### src/rtl/dom_and_stage.sv
// Pipelined DOM-indep masked AND gadget of order D: a resharing register layer, then a compression register layer.
// Optional feature macro SHARE_CLEAR_EN: a stage that drains writes its data registers to zero.
module dom_and_stage #(
  parameter  int unsigned D  = 1,
  localparam int unsigned N  = D + 1,
  localparam int unsigned NR = D * (D + 1) / 2,
  localparam int unsigned RW = (NR == 0) ? 1 : NR
) (
  input  logic          C,
  input  logic          R,
  input  logic          in_valid,
  output logic          in_ready,
  input  logic [N-1:0]  a_sh,
  input  logic [N-1:0]  b_sh,
  input  logic [RW-1:0] rnd,
  output logic          out_valid,
  input  logic          out_ready,
  output logic [N-1:0]  q_sh
);

  logic           s1_valid;
  logic           s2_valid;
  logic           s2_adv;
  logic           load1;
  logic           load2;
  logic [N*N-1:0] term_d;
  logic [N*N-1:0] term_q;
  logic [N-1:0]   q_d;

  // Handshake: each stage advances when the one after it is empty or draining.
  assign s2_adv    = !s2_valid || out_ready;
  assign in_ready  = !s1_valid || s2_adv;
  assign load1     = in_valid && in_ready;
  assign load2     = s1_valid && s2_adv;
  assign out_valid = s2_valid;

  // Resharing terms; r_ij and r_ji share one rnd bit, packed row-major over i<j.
  for (genvar i = 0; i < N; i++) begin : g_row
    for (genvar j = 0; j < N; j++) begin : g_col
      if (i == j) begin : g_diag
        assign term_d[i*N+j] = a_sh[i] & b_sh[j];
      end else begin : g_cross
        localparam int unsigned LO = (i < j) ? i : j;
        localparam int unsigned HI = (i < j) ? j : i;
        localparam int unsigned K  = LO * (2 * D - LO + 1) / 2 + HI - LO - 1;
        assign term_d[i*N+j] = (a_sh[i] & b_sh[j]) ^ rnd[K];
      end
    end
  end

  // Compression reads only registered terms, so no input reaches q_sh combinationally.
  for (genvar i = 0; i < N; i++) begin : g_comp
    assign q_d[i] = ^term_q[i*N +: N];
  end

  always_ff @(posedge C) begin
    if (!R) begin
      s1_valid <= 1'b0;
      s2_valid <= 1'b0;
      term_q   <= '0;
      q_sh     <= '0;
    end else begin
      s1_valid <= load1 || (s1_valid && !s2_adv);
      s2_valid <= load2 || (s2_valid && !out_ready);

      if (load1) term_q <= term_d;
`ifdef SHARE_CLEAR_EN
      else if (s2_adv) term_q <= '0;
`endif

      if (load2) q_sh <= q_d;
`ifdef SHARE_CLEAR_EN
      else if (out_ready) q_sh <= '0;
`endif
    end
  end

endmodule
### config.mk
export PLATFORM = sky130hd
export DESIGN_NAME = dom_and_stage
export DESIGN_NICKNAME = d
export VERILOG_FILES = /design/src/rtl/dom_and_stage.sv
export SDC_FILE = /design/constraint.sdc
export NUM_CORES = 1
export LEC_CHECK = 0
export ABC_AREA = 1
export CORE_AREA = 2 2 39 41
export CTS_BUF_LIST = sky130_fd_sc_hd__clkbuf_4 sky130_fd_sc_hd__clkbuf_8
export CTS_CLUSTER_DIAMETER = 100
export DETAILED_ROUTE_END_ITERATION = 10
export DIE_AREA = 0 0 41 43
export PLACE_DENSITY = 0.66
export SLEW_MARGIN = 20
export SYNTH_ARGS = -nofsm -noshare
export SYNTH_HDL_FRONTEND = slang
export SYNTH_SLANG_ARGS = --single-unit
export TNS_END_PERCENT = 30
### constraint.sdc
create_clock -name C -period 1 [get_ports C]
set_input_delay 0.15 -clock C [delete_from_list [all_inputs] [get_ports C]]
set_output_delay 0.15 -clock C [all_outputs]
set_load 0.02 [all_outputs]
# Word-level counts from Yosys, hierarchy flattened
# Cells that the tools add are included.
totals:
  ff_bits: 8
  out_inout_bits: 4
  word_cells: 24
classes:
  bitwise: 6
  reduce_logical: 14
ops:
  columns: ["cell", "count"]
  rows:
  - ["1-bit bitwise AND", 4]
  - ["1-bit logical AND", 4]
  - ["1-bit logical NOT", 4]
  - ["1-bit logical OR", 4]
  - ["2-bit XOR reduction", 2]
  - ["1-bit XOR", 2]

# Depth between registers and ports, before layout
# Gate-level depths: netlist of the first run.
logic_depth:
  ltp_word: 5
  ltp_mapped: 7

# Worst setup path after synthesis of the first run
# Ideal clock, no wire load.
synth_path:
  kind: "register to register"
  startpoint: "register s2_valid (netlist: out_valid)"
  endpoint: "register term_q[1]"
  setup_ns: 0.112
  arrival_ns: 0.922
  required_time_ns: 0.888
  setup_slack_ns: -0.034
  stages_incl_launch_ff: 6
  path_buffers: 0
  path_cell_list: "dfxtp_1 nand3_4 nand2_4 nand2_1 nand2_1 nor2_2"
synth_via:
  elab_chain_len: 4
synth_lines:
  columns: ["element", "line", "text"]
  rows:
  - ["start, declared", "22", "logic s2_valid;"]
  - ["start signal, assigned", "64", "s2_valid <= load2 || (s2_valid && !out_ready);"]
  - ["1-bit logical NOT", "31", "assign s2_adv = !s2_valid || out_ready;"]
  - ["1-bit logical OR", "31", null]
  - ["1-bit logical OR", "32", "assign in_ready = !s1_valid || s2_adv;"]
  - ["via in_ready", "12", "output logic in_ready,"]
  - ["1-bit logical AND", "33", "assign load1 = in_valid && in_ready;"]
  - ["end signal, assigned", "66", "if (load1) term_q <= term_d;"]
  - ["end, declared", "27", "logic [N*N-1:0] term_q;"]
# The timed path passes the listed nets, and every way through them passes these cells.
# A chain may end at the register's enable or synchronous reset.

# Worst setup path in the final report of the first run
layout_path:
  startpoint: "register s2_valid (netlist: out_valid)"
  endpoint: "output in_ready"
layout_via:
  elab_chain_len: 3
layout_lines:
  columns: ["element", "line"]
  rows:
  - ["1-bit logical NOT", "31"]
  - ["1-bit logical OR", "31"]
  - ["1-bit logical OR", "32"]
  - ["end, declared", "12"]
# Every way passes these cells.

==> results of run 1 <==
[area by class of cell]
| type | instances | area (sq um) | share of cell area, % |
|---|---|---|---|
| Tap cell | 16 | 20.0 | 3.40 |
| Inverter | 10 | 37.5 | 6.38 |
| Multi-Input combinational cell | 44 | 214 | 36.4 |
| Sequential cell | 8 | 163 | 27.7 |
| Timing Repair Buffer | 15 | 131 | 22.3 |
| Clock buffer | 3 | 22.5 | 3.83 |
[what timing repair did]
item / 4_1_cts / 5_1_grt
pin swaps: 0 / 1
setup buffers: 0 / 0
setup endpoints to repair: 4 / 5
gates resized for setup: 16 / 4
[flip-flops by register name, summed over array words and instances (netlist names)]
register / cells
out_valid: 1
q_sh: 2
s1_valid: 1
term_q: 4
[worst max-delay path: cells and delay by family (launching register included)]
family	cells	cell delay [ns]
flops	1	0.35
simple gates	1	0.08
buf+inv	1	0.13
[worst max path at each step]
stage	slack, ns	to	cells past startpoint
6_report	0.04	in_ready	2
5_1_grt	-0.02	in_ready	2
4_1_cts	-0.02	in_ready	4
3_5_place_dp	-0.47	in_ready	4
3_3_place_gp	-0.46	in_ready	4
2_1_floorplan	0.08	term_q[1]$_SDFFE_PN0P_	5
[cells by family (layout without fill, tap and decap cells)]
kind of cell | after synthesis | after routing | synth area share [%]
and+or+nand+nor | 39 | 39 | 45.0
DFF | 8 | 8 | 38.9
AOI/OAI and AO/OA | 4 | 4 | 4.86
buffers and inverters | 10 | 28 | 9.12
xor gates and xnor gates | 1 | 1 | 2.13
[through the flow]
stage	utilization [%]	setup TNS (ns)	area, sq um
after floorplan	-	0	413
after global placement	41.6	-1.69	576
after detailed placement	41.6	-1.79	576
after CTS	42.9	-0.0170	594
after global routing	42.5	-0.0172	588
final	42.5	0	588
[power by group]
group / internal, mW / total (mW) / switching, mW
logic: 0.0746 / 0.155 / 0.0800
clock network: 0.137 / 0.243 / 0.106
registers: 0.343 / 0.357 / 0.0146
[cell usage in the layout (no fill, tap or decap), drive strengths merged]
master         netlist  final
dfxtp                8      8
nand3                5      5
xor2                 1      1
buf                  0      7
nand2               24     24
clkdlybuf4s50        0      7
inv                 10     10
a21oi                4      4
clkbuf               0      3
nor2                10     10
dlymetal6s2s         0      1
[layer usage]
| layer | up-vias | wire, um |
|---|---|---|
| met4 | 0 | 0 |
| li1 | 224 | - |
| met1 | 157 | 355 |
| met5 | - | 0 |
| met3 | 0 | 72 |
| met2 | 13 | 345 |
==> impl_results.md, run 1 <==
* Status: finished, final reports clean
* Share of cells above drive strength 1 at 28.7%
* CTS tree: done
* Slowest CP cell: dfxtp_2
* Syn_area_per_cell at 6.64 sq um
* Post-synth EDFFs at 0
* Starting Density at 29.7%
* Post-synth top area cell: dfxtp_1
* RSZ-0062 raised after global routing: true
* Final worst clock skew at 0.00183 ns
* Main synth FF type: dfxtp_1
* Final #Nets at 91
* # rows at 14
* Clock latency on the worst-skew pair at 0.25 ns
* Grt met2 use at 16.3%
* GRT Util Overall at 12.0%
* Reg2Reg Depth at 6
* Via Count at 394
* Hold_sp: out_ready
* Largest net degree at the start of global routing at 8
* Die width at 41 um
* Place WS at -0.472 ns
* Clock Path Buffers at 2
* Antenna Nets Post-Route at 0
* Via density at 4.10
* Cell Chain, Critical Path: nand3_4, buf_6
* Min-Delay Path Depth at 5
* Netlist cell types at 12
* Period utilisation layout at 95.9%
* WL/cell at 8.05 um
* Fill cells at 156
* P_leak at 0.304 nW
* Fin cells at 96
* Crit Path Max Fanout at 3
* Worst-path clk slew at 0.05 ns
* YS warnings at 0
* CP arrival at 0.81 ns
* RR Endpoint: term_q[2]$_SDFFE_PN0P_
* Routed Wire Length at 773 um
* CP peak stage delay at 0.35 ns
* Hold Buf Count CTS at 0
* Gpl congestion at 0.648
* Top-count cell post-synth: nand2_1
* #FFs+latches synth at 8
* First-pass GRT wire length at 1.39 mm
* Power Total at 0.755 mW
* Post-Syn Nets at 71
* DRC at 0
* Critical setup path kind: register to primary output
* I/O pin count at 13
* Layout area overhead at 42.9%
* CP startpoint: out_valid$_SDFF_PN0_
* 1st-iter DRT viols at 5
* Yosys top cell area share at 38.9%
* Pre-antenna DRT Iters at 4
* Max H-tree Level at 1
* Met3 Resource Use GR at 3.14%
* Final Hold Viols at 0
* Total congestion overflow at 0
* Vias in the first global route at 349
* Post-synth top cells: nand2_1 (22), dfxtp_1 (8), inv_1 (6), nor2_1 (6)
* Critical Path RT at 0.85 ns
* Worst slew pin tran at 0.310 ns
* Die area at 0.00176 sq mm
* Detailed placer's ending HPWL at 579 um
* Port Buffer Count at 12
* # setup viols final at 0
* Fmax at 1.04 GHz
* CTS Buf Count at 3
* Max-Cap Viols at 0
* Mapped Cells at 62
* Die H at 43 um
* Pwr Density at 1280 mW/mm^2
* Max_slew headroom at 79.3%
* Reg2reg start: out_valid$_SDFF_PN0_
* Hold/Removal Path Class: input pin to register
* Initial antenna violation count at 0
* Synthesized area at 412 sq um
* Synth area leaders: dfxtp_1 (39%), nand2_1 (20%), nor2_2 (6.1%)
* WHS Endpoint: out_valid$_SDFF_PN0_
* Dpl cells at 93
* Root Buffer: clkbuf_4
* Final Slew Violations at 0
* Worst setup EP type: primary output
* Core area at 0.00138 sq mm
* Synth async-reset ratio at 0%
* Final Critical Period at 0.959 ns
* Peak VDD IR at 372 uV
* Most used routing layer: met2
* CTS Sinks at 8
* Reg2reg setup slack at 0.07 ns
* Crit path launch type: register
* Sequential area share after synthesis at 38.9%
* Worst setup margin at 0.0411 ns
* N_diodes at 0
* Hold Slack at 0.331 ns
* GRT met1 Usage at 15.0%
No activity file was read; power rests on OpenSTA's default activity.
==> run 2, diff against run 1 <==
--- a/config.mk
+++ b/config.mk
@@ -7,7 +7,6 @@
 export LEC_CHECK = 0
 export ABC_AREA = 1
 export CORE_AREA = 2 2 39 41
-export CTS_BUF_LIST = sky130_fd_sc_hd__clkbuf_4 sky130_fd_sc_hd__clkbuf_8
 export CTS_CLUSTER_DIAMETER = 100
 export DETAILED_ROUTE_END_ITERATION = 10
 export DIE_AREA = 0 0 41 43
==> results of run 2 <==
No change in the layout: final DEF, timing and power equal those of run 1.
==> run 3, diff against run 2 <==
--- a/config.mk
+++ b/config.mk
@@ -6,6 +6,7 @@
 export NUM_CORES = 1
 export LEC_CHECK = 0
 export ABC_AREA = 1
+export ABC_CLOCK_PERIOD_IN_PS = 1000
 export CORE_AREA = 2 2 39 41
 export CTS_CLUSTER_DIAMETER = 100
 export DETAILED_ROUTE_END_ITERATION = 10
==> results of run 3 <==
No change in the layout: final DEF, timing and power equal those of run 1.
